## config.mk

```make
export PLATFORM = sky130hd
export DESIGN_NAME = crc_check
export DESIGN_NICKNAME = d
export VERILOG_FILES = /design/src/rtl/crc_check.sv
export SDC_FILE = /design/constraint.sdc
export NUM_CORES = 1
export LEC_CHECK = 0
export BUFFER_PORTS_ARGS = -buffer_cell sky130_fd_sc_hd__buf_4
export CAP_MARGIN = 20
export CORE_MARGIN = 2
export CORE_UTILIZATION = 50
export DETAILED_ROUTE_END_ITERATION = 8
export GPL_ROUTABILITY_DRIVEN = 0
export PLACE_DENSITY = 0.77
export REMOVE_ABC_BUFFERS = 1
export SLEW_MARGIN = 20
export SYNTH_ARGS = -nofsm -noshare
export SYNTH_HDL_FRONTEND = slang
export SYNTH_SLANG_ARGS = --single-unit
export TNS_END_PERCENT = 1
```

## constraint.sdc

```tcl
create_clock -name clk_i -period 3.9 [get_ports clk_i]
set_input_delay 0.39 -clock clk_i [delete_from_list [all_inputs] [get_ports clk_i]]
set_output_delay 0.39 -clock clk_i [all_outputs]
set_load 0.05 [all_outputs]
```

## src/rtl/crc_check.sv

```systemverilog
// Receive-side CRC-32 checker: folds WORDS data words one per cycle, then compares
// the running CRC against the trailing expected-CRC word and holds the verdict.
module crc_check #(
   parameter int unsigned WORDS    = 8,
   parameter logic [31:0] CRC_INIT = 32'hFFFFFFFF,
   parameter logic [31:0] POLY     = 32'h04C11DB7
) (
   input  logic        clk_i,
   input  logic        reset_n_i,
   input  logic        start_i,
   input  logic        abort_i,
   input  logic [31:0] data_i,
   input  logic        data_valid_i,
   output logic        data_ready_o,
   output logic        busy_o,
   output logic        done_o,
   output logic        crc_ok_o,
   output logic        crc_err_o,
   output logic [31:0] crc_calc_o,
   output logic [7:0]  word_cnt_o
);

   typedef enum logic [1:0] {StIdle, StData, StCrcw, StDone} state_t;

   localparam logic [7:0] LastIdx = 8'(WORDS - 1);

   state_t      r_state;
   logic        r_done;
   logic        r_ok;
   logic        r_err;
   logic [31:0] r_crc;
   logic [7:0]  r_cnt;

   logic [31:0] w_crc_next;
   logic        w_accept;

   // MSB-first serial CRC unrolled into one combinational fold per word
   function automatic logic [31:0] crc_fold(input logic [31:0] crc, input logic [31:0] d);
      logic [31:0] c;
      c = crc;
      for (int i = 31; i >= 0; i--) begin
         if (c[31] ^ d[i]) c = {c[30:0], 1'b0} ^ POLY;
         else              c = {c[30:0], 1'b0};
      end
      return c;
   endfunction

   always_comb begin
      w_crc_next = crc_fold(r_crc, data_i);
   end

   assign data_ready_o = (r_state == StData) || (r_state == StCrcw);
   assign busy_o       = data_ready_o;
   assign w_accept     = data_valid_i && data_ready_o;

   always_ff @(posedge clk_i or negedge reset_n_i) begin
      if (!reset_n_i) begin
         r_state <= StIdle;
         r_done  <= 1'b0;
         r_ok    <= 1'b0;
         r_err   <= 1'b0;
         r_crc   <= '0;
         r_cnt   <= '0;
      end else begin
         r_done <= 1'b0;
         if (abort_i) begin
            // crc/count are left as-is for debug visibility after an abort
            r_state <= StIdle;
            r_ok    <= 1'b0;
            r_err   <= 1'b0;
         end else begin
            unique case (r_state)
               StIdle, StDone: begin
                  if (start_i) begin
                     r_state <= StData;
                     r_crc   <= CRC_INIT;
                     r_cnt   <= '0;
                     r_ok    <= 1'b0;
                     r_err   <= 1'b0;
                  end
               end
               StData: begin
                  if (w_accept) begin
                     r_crc <= w_crc_next;
                     r_cnt <= r_cnt + 8'd1;
                     if (r_cnt == LastIdx) r_state <= StCrcw;
                  end
               end
               StCrcw: begin
                  if (w_accept) begin
                     r_ok    <= (data_i == r_crc);
                     r_err   <= (data_i != r_crc);
                     r_done  <= 1'b1;
                     r_state <= StDone;
                  end
               end
               default: r_state <= StIdle;
            endcase
         end
      end
   end

   assign done_o     = r_done;
   assign crc_ok_o   = r_ok;
   assign crc_err_o  = r_err;
   assign crc_calc_o = r_crc;
   assign word_cnt_o = r_cnt;

endmodule
```

## After elaboration in Yosys (flattened, before gate mapping)

Cells that the tools add are included.

- Add/sub/neg operators: 1
- Equal/unequal tests: 12
- Muxes and demuxes: 54
- Bitwise gates (word level): 65
- Reductions and logical operators: 9

Operators with widths:

| cell | number |
|---|---|
| 27-bit 2-to-1 mux | 32 |
| 14-bit NOT | 32 |
| 32-bit 2-to-1 mux | 2 |
| 32-bit one-hot mux with 2 select lines | 1 |
| 32-bit == test | 1 |
| 32-bit inequality test | 1 |
| 1-bit bitwise XOR | 32 |
| 8-bit 2-to-1 mux | 2 |
| 8-bit one-hot mux with 2 select lines | 1 |
| 2-bit 2-to-1 mux | 5 |
| 3-bit inequality test (second input constant) | 3 |
| 8-bit by 1-bit adder with 8-bit output (second input constant) | 1 |
| 8-bit by 3-bit == test with 1-bit output (second input constant) | 1 |
| 1-bit 2-to-1 mux | 8 |
| 4-bit AND reduction | 2 |
| 2-bit one-hot mux with 3 select lines | 1 |
| 2-bit == test (second input constant) | 2 |
| 2-bit inequality test (second input constant) | 2 |
| 1-bit one-hot mux with 2 select lines | 2 |
| 3-bit by 2-bit inequality test with 1-bit output (second input constant) | 1 |
| 3-bit AND reduction | 1 |
| 3-bit nonzero test | 1 |
| 2-bit by 1-bit == test with 1-bit output (second input constant) | 1 |
| 2-bit logical NOT | 1 |
| other kinds (5) | 5 |

- Flip-flop bits (word level): 45
- Input port bits: 37
- Output and inout port bits: 45
- Logic and storage cells: 147

## Longest topological paths before layout

- Word-level depth: 66
- Depth in mapped cells: 10
- Depth with buffers taken out: 10

## Worst setup path after synthesis

OpenSTA, ideal clock, no wires.

- Path kind: reg2reg
- Start: reg r_crc[28], in the netlist crc_calc_o[28]
- End: reg r_crc[11], in the netlist crc_calc_o[11]
- Library setup time: 0.121 ns
- Data arrival time: 3.932 ns
- Data required time: 3.779 ns
- Slack: -0.153 ns
- Stages on the path, launching flop included: 10
- Path buffers: 0
- Period minus slack after synthesis: 4.053 ns
- Cell sequence: dfrtp_1 -> xor2_1 -> xnor3_2 -> xnor3_2 -> xor3_2 -> xnor3_2 -> xnor3_2 -> xor2_2 -> xnor3_1 -> o22a_1

- Word-level cells in the longest chain between the ends: 38
- Elaborated cells between the ends (all ways): 71
- Those cells by class: 31 x mux; 40 x bitwise

Ends and longest elaborated chain:

| what | line | text |
|---|---|---|
| start: declaration | 31 | `logic [31:0] r_crc;` |
| start signal: assignment | 84 | `r_crc <= w_crc_next;` |
| 1-bit bitwise XOR * | 42 | `if (c[31] ^ d[i]) c = {c[30:0], 1'b0} ^ POLY;` |
| 27-bit 2-to-1 mux * | 42 |  |
| 14-bit NOT (no source line) or 27-bit 2-to-1 mux (tied branches) | n/a |  |
| 27-bit 2-to-1 mux or 14-bit NOT (tied branches) (3 in a row) | n/a |  |
| 27-bit 2-to-1 mux | 42 |  |
| 14-bit NOT (no source line) or 27-bit 2-to-1 mux (tied branches) | n/a |  |
| 27-bit 2-to-1 mux or 14-bit NOT (tied branches) (3 in a row) | n/a |  |
| 27-bit 2-to-1 mux | 42 |  |
| (+18 left out) | n/a |  |
| 27-bit 2-to-1 mux or 14-bit NOT (tied branches) | n/a |  |
| 27-bit 2-to-1 mux | 42 |  |
| 14-bit NOT (no source line) or 1-bit bitwise XOR (tied branches) | n/a |  |
| 27-bit 2-to-1 mux | 42 |  |
| 14-bit NOT (no source line) or 1-bit bitwise XOR (tied branches) | n/a |  |
| 27-bit 2-to-1 mux * | 42 |  |
| 32-bit 2-to-1 mux * | 83 | `if (w_accept) begin` |
| 32-bit one-hot mux with 2 select lines * | 72 | `unique case (r_state)` |

Every way passes the cells marked *; elsewhere a longest branch is shown, timed or not. The select of a mux whose other input is x is not followed.
A chain may end at the register's enable or synchronous reset.

## Worst setup path in the final report

- Start: reg r_crc[31], in the netlist crc_calc_o[31]
- End: reg r_crc[16], in the netlist crc_calc_o[16]

- Word-level cells in the longest chain between the ends: 43
- Elaborated cells between the ends (all ways): 76
- Those cells by class: 34 x mux; 42 x bitwise

Ends and longest elaborated chain:

| what | line |
|---|---|
| 1-bit bitwise XOR * | 42 |
| 27-bit 2-to-1 mux * | 42 |
| 27-bit 2-to-1 mux or 14-bit NOT (tied branches) | n/a |
| 27-bit 2-to-1 mux (2 in a row) | 42 |
| 27-bit 2-to-1 mux or 14-bit NOT (tied branches) | n/a |
| 27-bit 2-to-1 mux | 42 |
| 14-bit NOT (no source line) | n/a |
| 27-bit 2-to-1 mux | 42 |
| (+25 left out) | n/a |
| 14-bit NOT (no source line) or 27-bit 2-to-1 mux (tied branches) | n/a |
| 27-bit 2-to-1 mux (2 in a row) | 42 |
| 27-bit 2-to-1 mux or 14-bit NOT (tied branches) | n/a |
| 27-bit 2-to-1 mux | 42 |
| 14-bit NOT (no source line) or 1-bit bitwise XOR (tied branches) | n/a |
| 27-bit 2-to-1 mux * | 42 |
| 32-bit 2-to-1 mux * | 83 |
| 32-bit one-hot mux with 2 select lines * | 72 |

Marks and branches as above.

==> Implementation_results.wiki <==
{| class="wikitable"
! Metric !! Value
|-
| Total inserted antenna cells || 0
|-
| Predominant post-synthesis flop cell || sky130_fd_sc_hd__dfrtp_1
|-
| Final Cycle Share || between 90% and 100%
|-
| Worst hold margin || 0.05465 ns
|-
| Total area of multi-input combinational cells || 4033 µm²
|-
| Number of enable flip-flop cells after synthesis || 0
|-
| Layout fillers || 813
|-
| Num rows || 37
|-
| Vias per inst || 5.368
|-
| Actual slew at the worst max-slew pin || 0.9827 ns
|-
| Clock tree from TritonCTS || done
|-
| WP buf/inv || 1
|-
| Crit-path slowest cell || sky130_fd_sc_hd__xor3_1
|-
| Beginning of the worst register-to-register path || crc_calc_o[31]$_DFFE_PN0P_
|-
| Number of synthesized register bits || 45
|-
| Initial antenna violation count || 0
|-
| Number of pins with negative max-slew slack in the final report || 0
|-
| Post-synthesis cell type count || 40
|-
| Post-synthesis cell type with the largest combined area || sky130_fd_sc_hd__xnor2_1
|-
| Crit. End Element || flop
|-
| Synthesized area || 5191 µm²
|-
| Path category of the worst min-delay check || in -> async
|-
| Run status || complete, no violations
|-
| Final hold violation count || 0
|-
| Clk slew on worst S/H paths || 0.10 ns
|-
| FF+latch area || 1126 µm²
|-
| GR Util All Layers || 27.01%
|-
| Detailed Place HPWL || 11890 µm
|-
| Top-level I/O count || a little over 80
|-
| Total die area || around 11000 µm²
|-
| Number of global-route vias before repair || 4011
|-
| Cells along the critical path || xnor2_2 -> xor3_1 -> xnor3_1 -> xnor2_2 -> xnor3_1 -> xnor2_1 -> xnor2_1 -> buf_4 -> xnor2_1 -> o22a_1
|-
| Number of nets still failing antenna checks after routing || 0
|-
| Fraction of the mapped netlist area in compound gates || 7.231%
|-
| Final global-route overflow total || 0
|-
| Length in cells of the worst reg-to-reg path || 10
|-
| Nets@finish || 631
|-
| Clock Root Buffer || sky130_fd_sc_hd__clkbuf_8
|-
| GR Util met2 || 45.39%
|-
| Grt peak-use layer || met2
|-
| Crit-path most repeated cell || sky130_fd_sc_hd__xnor2_1
|-
| Final routed wire length divided by cell count || 20.34 µm
|-
| Cts hold-fix bufs || 0
|-
| GR Util met3 || 4.108%
|-
| Number of maximum-capacitance violations || 0
|-
| Max Clock Freq || approximately 0.27 GHz
|-
| Minimum clock period after layout || roughly 3.8 ns
|-
| TritonCTS buffer count || 5
|-
| Mean post-synth cell area || 11.59 µm²
|-
| Fraction of final layout cells with drive strength greater than 1 || a little under a third
|-
| Top cell family by delay on the critical path || XOR/XNOR gates
|-
| Category of the worst setup path launch point || flop
|-
| Worst EP arrival || 3.97 ns
|-
| Routed via count || 3897
|-
| Xor-xnor portion of the synthesized cell area || 62.62%
|-
| Post-Route Utilization || 64.52%
|-
| Width of the die || 105.9 µm
|-
| Worst-case setup slack after placement || -0.04514 ns
|-
| Warnings, synthesis || 0
|-
| Synth Area in Adders || under 10%
|-
| Worst reg2reg setup slack || 0.13 ns
|-
| Clock net sink count || 45
|-
| Post-synth top area share || between 20% and 30%
|-
| Crit-path max cell delay || 0.55 ns
|-
| Area Growth Syn to Fin || 26.58%
|-
| Core Region || 10180 µm²
|-
| Final-report setup violation count || 0
|-
| DR pass1 iterations || 4
|-
| Post-Synthesis Cells || 448
|-
| Clock latency of the later-clocked register in the worst-skew pair || approximately 0.33 ns
|-
| Share of synthesized flip-flops with an asynchronous set or reset || 100.0%
|-
| Effective utilization at floorplan || 50.97%
|-
| Unrepaired setup endpoints after global routing || true
|-
| Worst flop-to-flop path endpoint || crc_calc_o[16]$_DFFE_PN0P_
|-
| CP max FO || 4
|-
| Count of routing violations after the opening detailed-route iteration || about 270
|-
| Worst Skew || 0.01001 ns
|-
| Total Routed Length || 14770 µm
|-
| Largest net degree at the start of global routing || 46
|-
| First-pass GRT wire length || 22430 µm
|-
| Met1 capacity usage during global routing || between 30% and 40%
|-
| Multiplexer area fraction after synthesis || 0.4097%
|-
| I/O Buffers || 81
|-
| Start-to-end type of the worst setup path || reg -> reg
|-
| Cell types occupying the most area after synthesis || sky130_fd_sc_hd__xnor2_1, sky130_fd_sc_hd__dfrtp_1, sky130_fd_sc_hd__xnor3_1
|-
| Vertical die dimension || 105.9 µm
|-
| Buffers from clock root to sink, at most || 2
|-
| Required @ worst endpoint || a little over 4 ns
|-
| Final worst slack || 0.1317 ns
|-
| Htree depth || 2
|-
| Register area share after synthesis || 21.69%
|-
| Worst max-slew margin expressed relative to the limit || 34.33%
|-
| # DRC || 0
|-
| Basic-gate share of the synthesized area counting and, or, nand and nor cells || ~5.3%
|-
| Setup TNS Final || 0 ns
|-
| Main combinational cell family by area after synthesis || XOR/XNOR gates
|}
-- registers in the layout (all words and copies together) (netlist names) --
name / count
crc_calc_o: 32
word_cnt_o: 8
r_state: 2
crc_err_o: 1
crc_ok_o: 1
done_o: 1
-- area by class of cell --
| type | count | share of cell area, % |
|---|---|---|
| Inverter | 8 | 0.4570 |
| Sequential cell | 45 | 17.14 |
| Clock inverter | 2 | 0.5903 |
| Clock buffer | 6 | 1.104 |
| Timing Repair Buffer | 145 | 16.76 |
| Tap cell | 136 | 2.589 |
| Multi-Input combinational cell | 384 | 61.37 |
-- cell families after synthesis --
logic type,Yosys count
AND/OR/NAND/NOR,55
AO/OA/AOI/OAI,52
buffers and inverters,19
flip-flops,45
multiplexers,2
adder cells (fa/ha/maj),5
XOR/XNOR,270
-- Yosys cell counts, drive strengths merged, types with 2 or more instances --
library cell	count
nand4	5
nand3	4
a31oi	9
inv	8
nand4b	2
xnor3	48
a22o	3
or4	2
ha	5
nor2b	2
a21oi	7
o21ai	7
nor2	16
o21a	2
o22a	23
xor3	5
nand2	15
clkbuf	9
buf	2
dfrtp	45
or3	4
xnor2	177
xor2	40
-- cells in the final DEF, fill, tap and decap left out, types with 7 or more instances in the layout --
cell type                 count
sky130_fd_sc_hd__dfrtp_1     45
sky130_fd_sc_hd__xnor3_2      9
sky130_fd_sc_hd__nand2_1     15
sky130_fd_sc_hd__buf_4      144
sky130_fd_sc_hd__xor2_1      36
sky130_fd_sc_hd__a21oi_1      7
sky130_fd_sc_hd__a31oi_1      9
sky130_fd_sc_hd__nor2_1      16
sky130_fd_sc_hd__inv_1        7
sky130_fd_sc_hd__xnor2_2      8
sky130_fd_sc_hd__xnor3_1     39
sky130_fd_sc_hd__xnor2_1    165
sky130_fd_sc_hd__o22a_1      23
-- layer usage --
metal	share of wire, %	routed length (µm)
met5	0	0
met4	4.1	612
met3	6.7	984
met2	49	7308
met1	40	5860
-- how the worst max path moves through the flow --
stage	start	endpoint	slack, ns	cells past startpoint
after floorplan	crc_calc_o[31]$_DFFE_PN0P_	crc_calc_o[11]$_DFFE_PN0P_	-0.57	9
after global placement	data_i[28]	crc_calc_o[15]$_DFFE_PN0P_	0.09	13
after detailed placement	data_i[29]	crc_calc_o[15]$_DFFE_PN0P_	-0.05	11
after CTS	crc_calc_o[29]$_DFFE_PN0P_	crc_calc_o[15]$_DFFE_PN0P_	0.03	10
after global routing	crc_calc_o[31]$_DFFE_PN0P_	crc_calc_o[16]$_DFFE_PN0P_	-0.03	10
final	crc_calc_o[31]$_DFFE_PN0P_	crc_calc_o[16]$_DFFE_PN0P_	0.13	10
-- stage by stage --
| step | cell area (µm²) | instances |
|---|---|---|
| final | 6571 | 726 |
| after CTS | 6492 | 722 |
| after global placement | 6380 | 714 |
| after detailed placement | 6380 | 714 |
| after floorplan | 5139 | 437 |
| after global routing | 6571 | 726 |
-- timing repair --
action	in CTS	in global routing
resized for setup	1	5
buffers inserted	0	4
setup endpoints to repair	1	3
pin swaps	1	2
Power is not shown: default switching activity piles up to over one toggle a cycle in this logic, so the estimate is an artifact.
